--- src/rtl/shift_pkg.sv ---
// Shared types and constants for the shift-register sequencer.
package shift_pkg;

   localparam int unsigned SR_WIDTH = 8;

   typedef enum logic [1:0] {
      IDLE,
      LOAD,
      SHIFT,
      DONE
   } seq_state_t;

endpackage

--- src/rtl/bit_period_timer.sv ---
// Loadable down-counter that marks the last cycle of each serial bit period.
module bit_period_timer #(
   parameter int unsigned DIV_W = 8
) (
   input  logic             clk,
   input  logic             rst,
   input  logic             load,
   input  logic [DIV_W-1:0] load_val,
   input  logic             en,
   output logic             expire
);

   logic [DIV_W-1:0] r_count;

   // Load wins over counting; wrap after expiry is harmless since the FSM reloads or leaves.
   always_ff @(posedge clk or posedge rst) begin
      if (rst) begin
         r_count <= '0;
      end else if (load) begin
         r_count <= load_val;
      end else if (en) begin
         r_count <= r_count - DIV_W'(1);
      end
   end

   assign expire = (r_count == '0);

endmodule

--- src/rtl/shift_sequencer.sv ---
// Drives an external left-shift register so its MSB presents each accepted word serially,
// MSB first, one bit per (div+1) clock cycles.
module shift_sequencer
   import shift_pkg::*;
#(
   parameter int unsigned DATA_W = SR_WIDTH,
   parameter int unsigned DIV_W  = 8
) (
   input  logic              clk,
   input  logic              rst,
   input  logic              in_valid,
   output logic              in_ready,
   input  logic [DATA_W-1:0] in_data,
   input  logic [DIV_W-1:0]  div,
   input  logic              abort,
   output logic              sr_load_en,
   output logic              sr_shift_en,
   output logic [DATA_W-1:0] sr_data_in,
   output logic              bit_valid,
   output logic              busy,
   output logic              done
);

   localparam int unsigned CNT_W = $clog2(DATA_W);

   seq_state_t        r_state;
   seq_state_t        w_state_d;
   logic [DATA_W-1:0] r_hold;
   logic [DIV_W-1:0]  r_div;
   logic [CNT_W-1:0]  r_bit_cnt;
   logic              w_accept;
   logic              w_last;
   logic              w_expire;
   logic              w_tmr_load;
   logic              w_tmr_en;

   // Abort in IDLE suppresses the accept, so the word is simply not taken.
   assign w_accept = (r_state == IDLE) && in_valid && !abort;
   assign w_last   = (r_bit_cnt == CNT_W'(DATA_W - 1));

   // Outputs decoded from registered state only.
   assign in_ready    = (r_state == IDLE);
   assign busy        = (r_state != IDLE);
   assign sr_load_en  = (r_state == LOAD);
   assign bit_valid   = (r_state == SHIFT);
   assign done        = (r_state == DONE);
   assign sr_shift_en = (r_state == SHIFT) && w_expire && !w_last;
   assign sr_data_in  = r_hold;

   bit_period_timer #(
      .DIV_W (DIV_W)
   ) u_timer (
      .clk      (clk),
      .rst      (rst),
      .load     (w_tmr_load),
      .load_val (r_div),
      .en       (w_tmr_en),
      .expire   (w_expire)
   );

   // State register.
   always_ff @(posedge clk or posedge rst) begin
      if (rst) begin
         r_state <= IDLE;
      end else begin
         r_state <= w_state_d;
      end
   end

   // Next-state and timer control.
   always_comb begin
      w_state_d  = r_state;
      w_tmr_load = 1'b0;
      w_tmr_en   = 1'b0;
      unique case (r_state)
         IDLE: begin
            if (w_accept) begin
               w_state_d = LOAD;
            end
         end
         LOAD: begin
            w_tmr_load = 1'b1;
            w_state_d  = abort ? IDLE : SHIFT;
         end
         SHIFT: begin
            w_tmr_en = 1'b1;
            if (abort) begin
               w_state_d = IDLE;
            end else if (w_expire) begin
               if (w_last) begin
                  w_state_d = DONE;
               end else begin
                  w_tmr_load = 1'b1;
               end
            end
         end
         DONE: begin
            w_state_d = IDLE;
         end
         default: begin
            w_state_d = IDLE;
         end
      endcase
   end

   // Word and divider capture at accept; bit counter restarts in LOAD.
   always_ff @(posedge clk or posedge rst) begin
      if (rst) begin
         r_hold    <= '0;
         r_div     <= '0;
         r_bit_cnt <= '0;
      end else begin
         if (w_accept) begin
            r_hold <= in_data;
            r_div  <= div;
         end
         if (r_state == LOAD) begin
            r_bit_cnt <= '0;
         end else if (sr_shift_en) begin
            r_bit_cnt <= r_bit_cnt + CNT_W'(1);
         end
      end
   end

endmodule

--- config.mk ---
export PLATFORM = sky130hd
export DESIGN_NAME = shift_sequencer
export DESIGN_NICKNAME = d
export VERILOG_FILES = /design/src/rtl/shift_pkg.sv /design/src/rtl/bit_period_timer.sv /design/src/rtl/shift_sequencer.sv
export SDC_FILE = /design/constraint.sdc
export NUM_CORES = 1
export LEC_CHECK = 0
export BUFFER_PORTS_ARGS = -buffer_cell sky130_fd_sc_hd__buf_2
export CORE_MARGIN = 4
export CORE_UTILIZATION = 52
export DETAILED_ROUTE_END_ITERATION = 8
export GPL_ROUTABILITY_DRIVEN = 0
export PLACE_DENSITY = 0.86
export SYNTH_ARGS = -nofsm -noshare
export SYNTH_HDL_FRONTEND = slang
export SYNTH_SLANG_ARGS = --single-unit
--- constraint.sdc ---
create_clock -name clk -period 1.98 [get_ports clk]
set_input_delay 0.099 -clock clk [delete_from_list [all_inputs] [get_ports clk]]
set_output_delay 0.099 -clock clk [all_outputs]
set_load 0.03 [all_outputs]
* Yosys cells after proc, flatten, opt, wreduce, memory -nomap -nowiden
Index checks and enable logic that the tools add are counted.
Storage, ports and cells: bits of input ports 20, word-level logic and storage cells 41, bits in registers 29
Cells by class: equal/unequal tests 7, multiplexer cells 15, reduce and logical (&&, ||, !) cells 12, add/sub/neg operators 2
Operators by type and width (count):
- two-way mux 8 bit | 2
- two-way mux 2 bit | 5
- zero test 8 bit | 1
- case mux 2 bit (4 select lines) | 1
- subtractor 8 x 1 -> 8 bit, second input constant | 1
- two-way mux 3 bit | 2
- != test 3 x 2 -> 1 bit, second input constant | 2
- nonzero test 2 bit | 3
- equality test 2 bit, second input constant | 2
- logical AND 1 bit | 4
- two-way mux 1 bit | 4
- adder 3 x 1 -> 3 bit, second input constant | 1
- equality test 3 bit, second input constant | 1
- AND reduction 3 bit | 1
- equality test 2 x 1 -> 1 bit, second input constant | 1
- zero test 1 bit | 2
- zero test 2 bit | 1
- != test 2 x 1 -> 1 bit, second input constant | 1
- case mux 1 bit (2 select lines) | 1

* Longest topological paths before layout
depth after elaboration 6, gate-level depth with buffers 7, depth with buffers taken out 6

* Modules after synthesis
Synthesis repeated with hierarchy kept, for this count alone.
Second synthesis, totals: cell total of the unflattened synthesis 124, area, all modules 1477.7 um2
Modules (own cells, without submodules):
- shift_sequencer | seq. area each 525.5 um2, instances 1, cells an instance 69, area each 991.0 um2
- bit_period_timer | seq. area each 200.2 um2, instances 1, cells an instance 55, area each 486.7 um2

* Worst setup path before layout
OpenSTA, ideal clock, no wires.
kind register -> register, start point register r_state[0], end point register r_state[0], setup time 0.131 ns, setup slack 0.073 ns, required time 1.849 ns, period minus slack after synthesis 1.907 ns, arrival time 1.777 ns, cell stages (with the launch flop) 7, cells stage by stage dfrtp_1 -> inv_1 -> ha_1 -> nand3_1 -> buf_2 -> a221oi_1 -> a21oi_1
On the way: cells in the longest elaborated chain, start to end 5
Ends and longest elaborated chain:
- start, declared | line shift_sequencer.sv:26 | seq_state_t r_state;
- start signal, assigned | line shift_sequencer.sv:66 | r_state <= w_state_d;
- zero test 2 bit *
- net in_ready | line shift_sequencer.sv:12 | output logic in_ready,
- logical AND 1 bit (2 in series) | line shift_sequencer.sv:38 | assign w_accept = (r_state == IDLE) && in_valid && !abort;
- != test 2 x 1 -> 1 bit (no line)
- AND reduction 3 bit (no line)
The timed path passes the listed nets; every way through them passes the cells marked *. A chain may end at the register's enable or synchronous reset.

* Worst setup path in the final report
start point register r_bit_cnt[0], end point output sr_shift_en
On the way: cells in the longest elaborated chain, start to end 3
Ends and longest elaborated chain:
- start, declared | line shift_sequencer.sv:30 | logic [CNT_W-1:0] r_bit_cnt;
- start signal, assigned | line shift_sequencer.sv:120 | r_bit_cnt <= r_bit_cnt + CNT_W'(1);
- equality test 3 bit | line shift_sequencer.sv:39 | assign w_last = (r_bit_cnt == CNT_W'(DATA_W - 1));
- zero test 1 bit | line shift_sequencer.sv:47 | assign sr_shift_en = (r_state == SHIFT) && w_expire && !w_last;
- logical AND 1 bit | line shift_sequencer.sv:47
- end, declared | line shift_sequencer.sv:17 | output logic sr_shift_en,
Every way passes these cells.

==> flow_summary.json <==
{
  "ys_ff_latch": 29,
  "clock.fmax_mhz": 534,
  "die_w_um": 60.2,
  "setup_viol": 0,
  "path_cells": "ha_1 > ha_2 > nor4b_4 > and3_4 > buf_4",
  "clkLatencyLatePin_ns": 0.33,
  "syn_area_per_cell_um2": 11.9,
  "route.met2.wl_mm": 1.68,
  "ant_nets": 0,
  "synth_largest_area_cell": "dfrtp_1",
  "max_cap_viol_count": 0,
  "hpwlAfterDp_mm": 1.98,
  "cp_slowest_stage_delay_ns": 0.40,
  "fin_area_um2": 1860,
  "cp_top_family": "simple AND/OR/NAND/NOR gates",
  "worst_slew_pin_slew_ns": 0.358,
  "power_leakage_uw": 0.000902,
  "slew_headroom_pct": 76.1,
  "final_util_pct": 73.1,
  "critPathKind": "register to output port",
  "yosysSeqAreaShare_pct": 51.2,
  "cp-start-kind": "register",
  "ys_types": 24,
  "core_um2": 2540,
  "netlist.area_leader.share_pct": 51.2,
  "yosys_warnings": 0,
  "placed_cell_area_um2": 1620,
  "hold_depth": 2,
  "arrival_ns": 1.77,
  "clk_pin_slew_ns": 0.09,
  "worst-path-stages": 5,
  "hp-class": "primary input to register",
  "die-area_um2": 3620,
  "max-vdd-ir-drop_mv": 1.20,
  "drc": 0,
  "ios": 34,
  "rows": 18,
  "dr.pass1.iters": 4,
  "critPathBufInv": 1,
  "clock_skew_ns": 0.00746,
  "status": "complete, no violations",
  "synth_area_leaders": "dfrtp_1, mux2_2, ha_1",
  "final_max_slew_viol_count": 0,
  "initial_core_util_pct": 55.7,
  "drtIter0Drc": 17,
  "vias_per_cell": 5.33,
  "postSynthCellCount": 119,
  "routed.top_layer": "met4",
  "syn2layout_area_growth_pct": 31.4,
  "clockBufferDepth": 2,
  "cpMaxStageDelayCell": "dfrtp_1",
  "num_vias": 1087,
  "ff2ff_path_depth": 5,
  "grt_pass1_vias": 1178,
  "worstSetupEndpointType": "output port",
  "clock-root-buffer": "clkbuf_4",
  "grt_pass1_wl_mm": 5.40,
  "post_cts_buffers": 0,
  "tns_ns": 0,
  "fin_crit_ns": 1.87,
  "power_density_nw_per_um2": 1490,
  "nNetsFinal": 202,
  "fin_ws_ns": 0.107,
  "synthesis.nets": 148,
  "wl_met3_um": 151,
  "place_ws_ns": 0.121,
  "crit_required_ns": 1.88,
  "grt_antenna_before_repair": 0,
  "fillCellCount": 146,
  "clkSinkCount": 29,
  "netlist_area_um2": 1420,
  "cts_tree": "built",
  "routedWlPerCell_um": 16.0,
  "numPortBuffers": 33,
  "grt_max_degree": 30,
  "grt.overflow.total": 0,
  "crit_fanout": 3,
  "cts_max_level": 2,
  "die_h_um": 60.2,
  "track_usage_pct": 20.8,
  "wl_mm": 3.26,
  "numCtsBuffers": 5,
  "diodes": 0,
  "drive_gt1_share_pct": 38.5,
  "m1WireLength_mm": 1.37,
  "finalCritPeriodShare_pct": 94.6,
  "hold_viol": 0
}
## worst paths after layout
| path | end | slack [ns] | start |
|---|---|---|---|
| hold reg to reg | u_timer.r_count[2] | 0.51 | r_div[2] |
| min in group asynchronous | u_timer.r_count[1] | 0.38 | rst |
| hold / removal | r_div[3] | 0.02 | div[3] |
| max in group asynchronous | r_div[2] | 1.34 | rst |
| setup / recovery | sr_shift_en | 0.11 | r_bit_cnt[0] |
| setup reg to reg | u_timer.r_count[7] | 0.15 | r_state[0] |
## layout by cell type, fill, tap and decap left out, drive strengths merged
master / Yosys / layout
nand4: 1 / 1
buf: 3 / 36
mux2: 16 / 16
xnor2: 3 / 3
nor3: 2 / 2
clkinv: 0 / 1
nand4b: 1 / 1
nor4: 1 / 1
nor2: 6 / 6
nor4b: 2 / 2
dfrtp: 29 / 29
a221oi: 1 / 1
a21oi: 1 / 1
nor3b: 1 / 1
and3b: 1 / 1
xor2: 5 / 5
mux2i: 3 / 3
a32o: 2 / 2
clkbuf: 0 / 7
nand2: 10 / 10
inv: 7 / 7
nand3: 4 / 4
ha: 9 / 9
and3: 1 / 1
dlygate4sd3: 0 / 14
o21ai: 10 / 10
## timing repair
action / in CTS / in global routing
hold endpoints to repair: 42 / 0
hold buffers: 14 / 0
setup endpoints to repair: 0 / 9
gates resized for setup: 0 / 7
## stage by stage
stage                     hold slack, ns  total power [uW]  std cells
after CTS                        0.00402              2690        204
after global routing             0.00564              2950        204
final                             0.0196              2770        204
after detailed placement           0.177              2260        182
after floorplan                    0.177              1950        119
after global placement             0.170              2180        182
## layout make-up
| cell class | instances | area (um^2) | share of cell area (%) |
|---|---|---|---|
| clock buffer | 7 | 65.1 | 3.50 |
| sequential | 29 | 726 | 39.0 |
| timing repair buffer | 50 | 330 | 17.8 |
| inverter | 7 | 26.3 | 1.41 |
| multi-input combinational | 80 | 671 | 36.0 |
| tap | 30 | 37.5 | 2.02 |
| clock inverter | 1 | 5.00 | 0.269 |
## report_power, final
| group | leakage, uW | internal (uW) | switching [uW] |
|---|---|---|---|
| clock | 0.0000413 | 205 | 208 |
| sequential | 0.000356 | 859 | 225 |
| combinational | 0.000504 | 520 | 758 |
## routing by layer
metal | global-route usage, % | up-vias
li1 | - | 517
met1 | 24.9 | 530
met2 | 34.9 | 32
met3 | 6.48 | 8
met4 | 7.59 | 0
met5 | 0 | -
## flip-flops by register name, summed over array words and instances (netlist names)
signal	cells
u_timer.r_count	8
r_state	2
sr_data_in	8
r_div	8
r_bit_cnt	3
## cells by family (layout without fill, tap and decap cells)
| logic type | after synthesis | count (layout) | synth area share (%) |
|---|---|---|---|
| AND/OR/NAND/NOR | 30 | 30 | 11.8 |
| AO/OA/AOI/OAI | 14 | 14 | 6.10 |
| buffers and inverters | 10 | 65 | 3.09 |
| XOR/XNOR | 8 | 8 | 4.95 |
| flip-flops | 29 | 29 | 51.2 |
| adder cells (fa/ha/maj) | 9 | 9 | 7.95 |
| multiplexers | 19 | 19 | 14.8 |
## Yosys cell counts
library cell,n
ha_1,9
and3_2,1
nand2_1,10
buf_4,1
a21oi_1,1
nand4b_1,1
a221oi_1,1
nand3_1,4
and3b_1,1
nor3_1,2
mux2_2,16
a32o_2,2
dfrtp_1,29
nor3b_1,1
nand4_1,1
o21ai_0,10
nor4b_1,2
nor2_1,6
mux2i_1,3
nor4_4,1
xnor2_1,3
inv_1,7
buf_2,2
xor2_1,5
No activity file was read; power rests on OpenSTA's default activity.
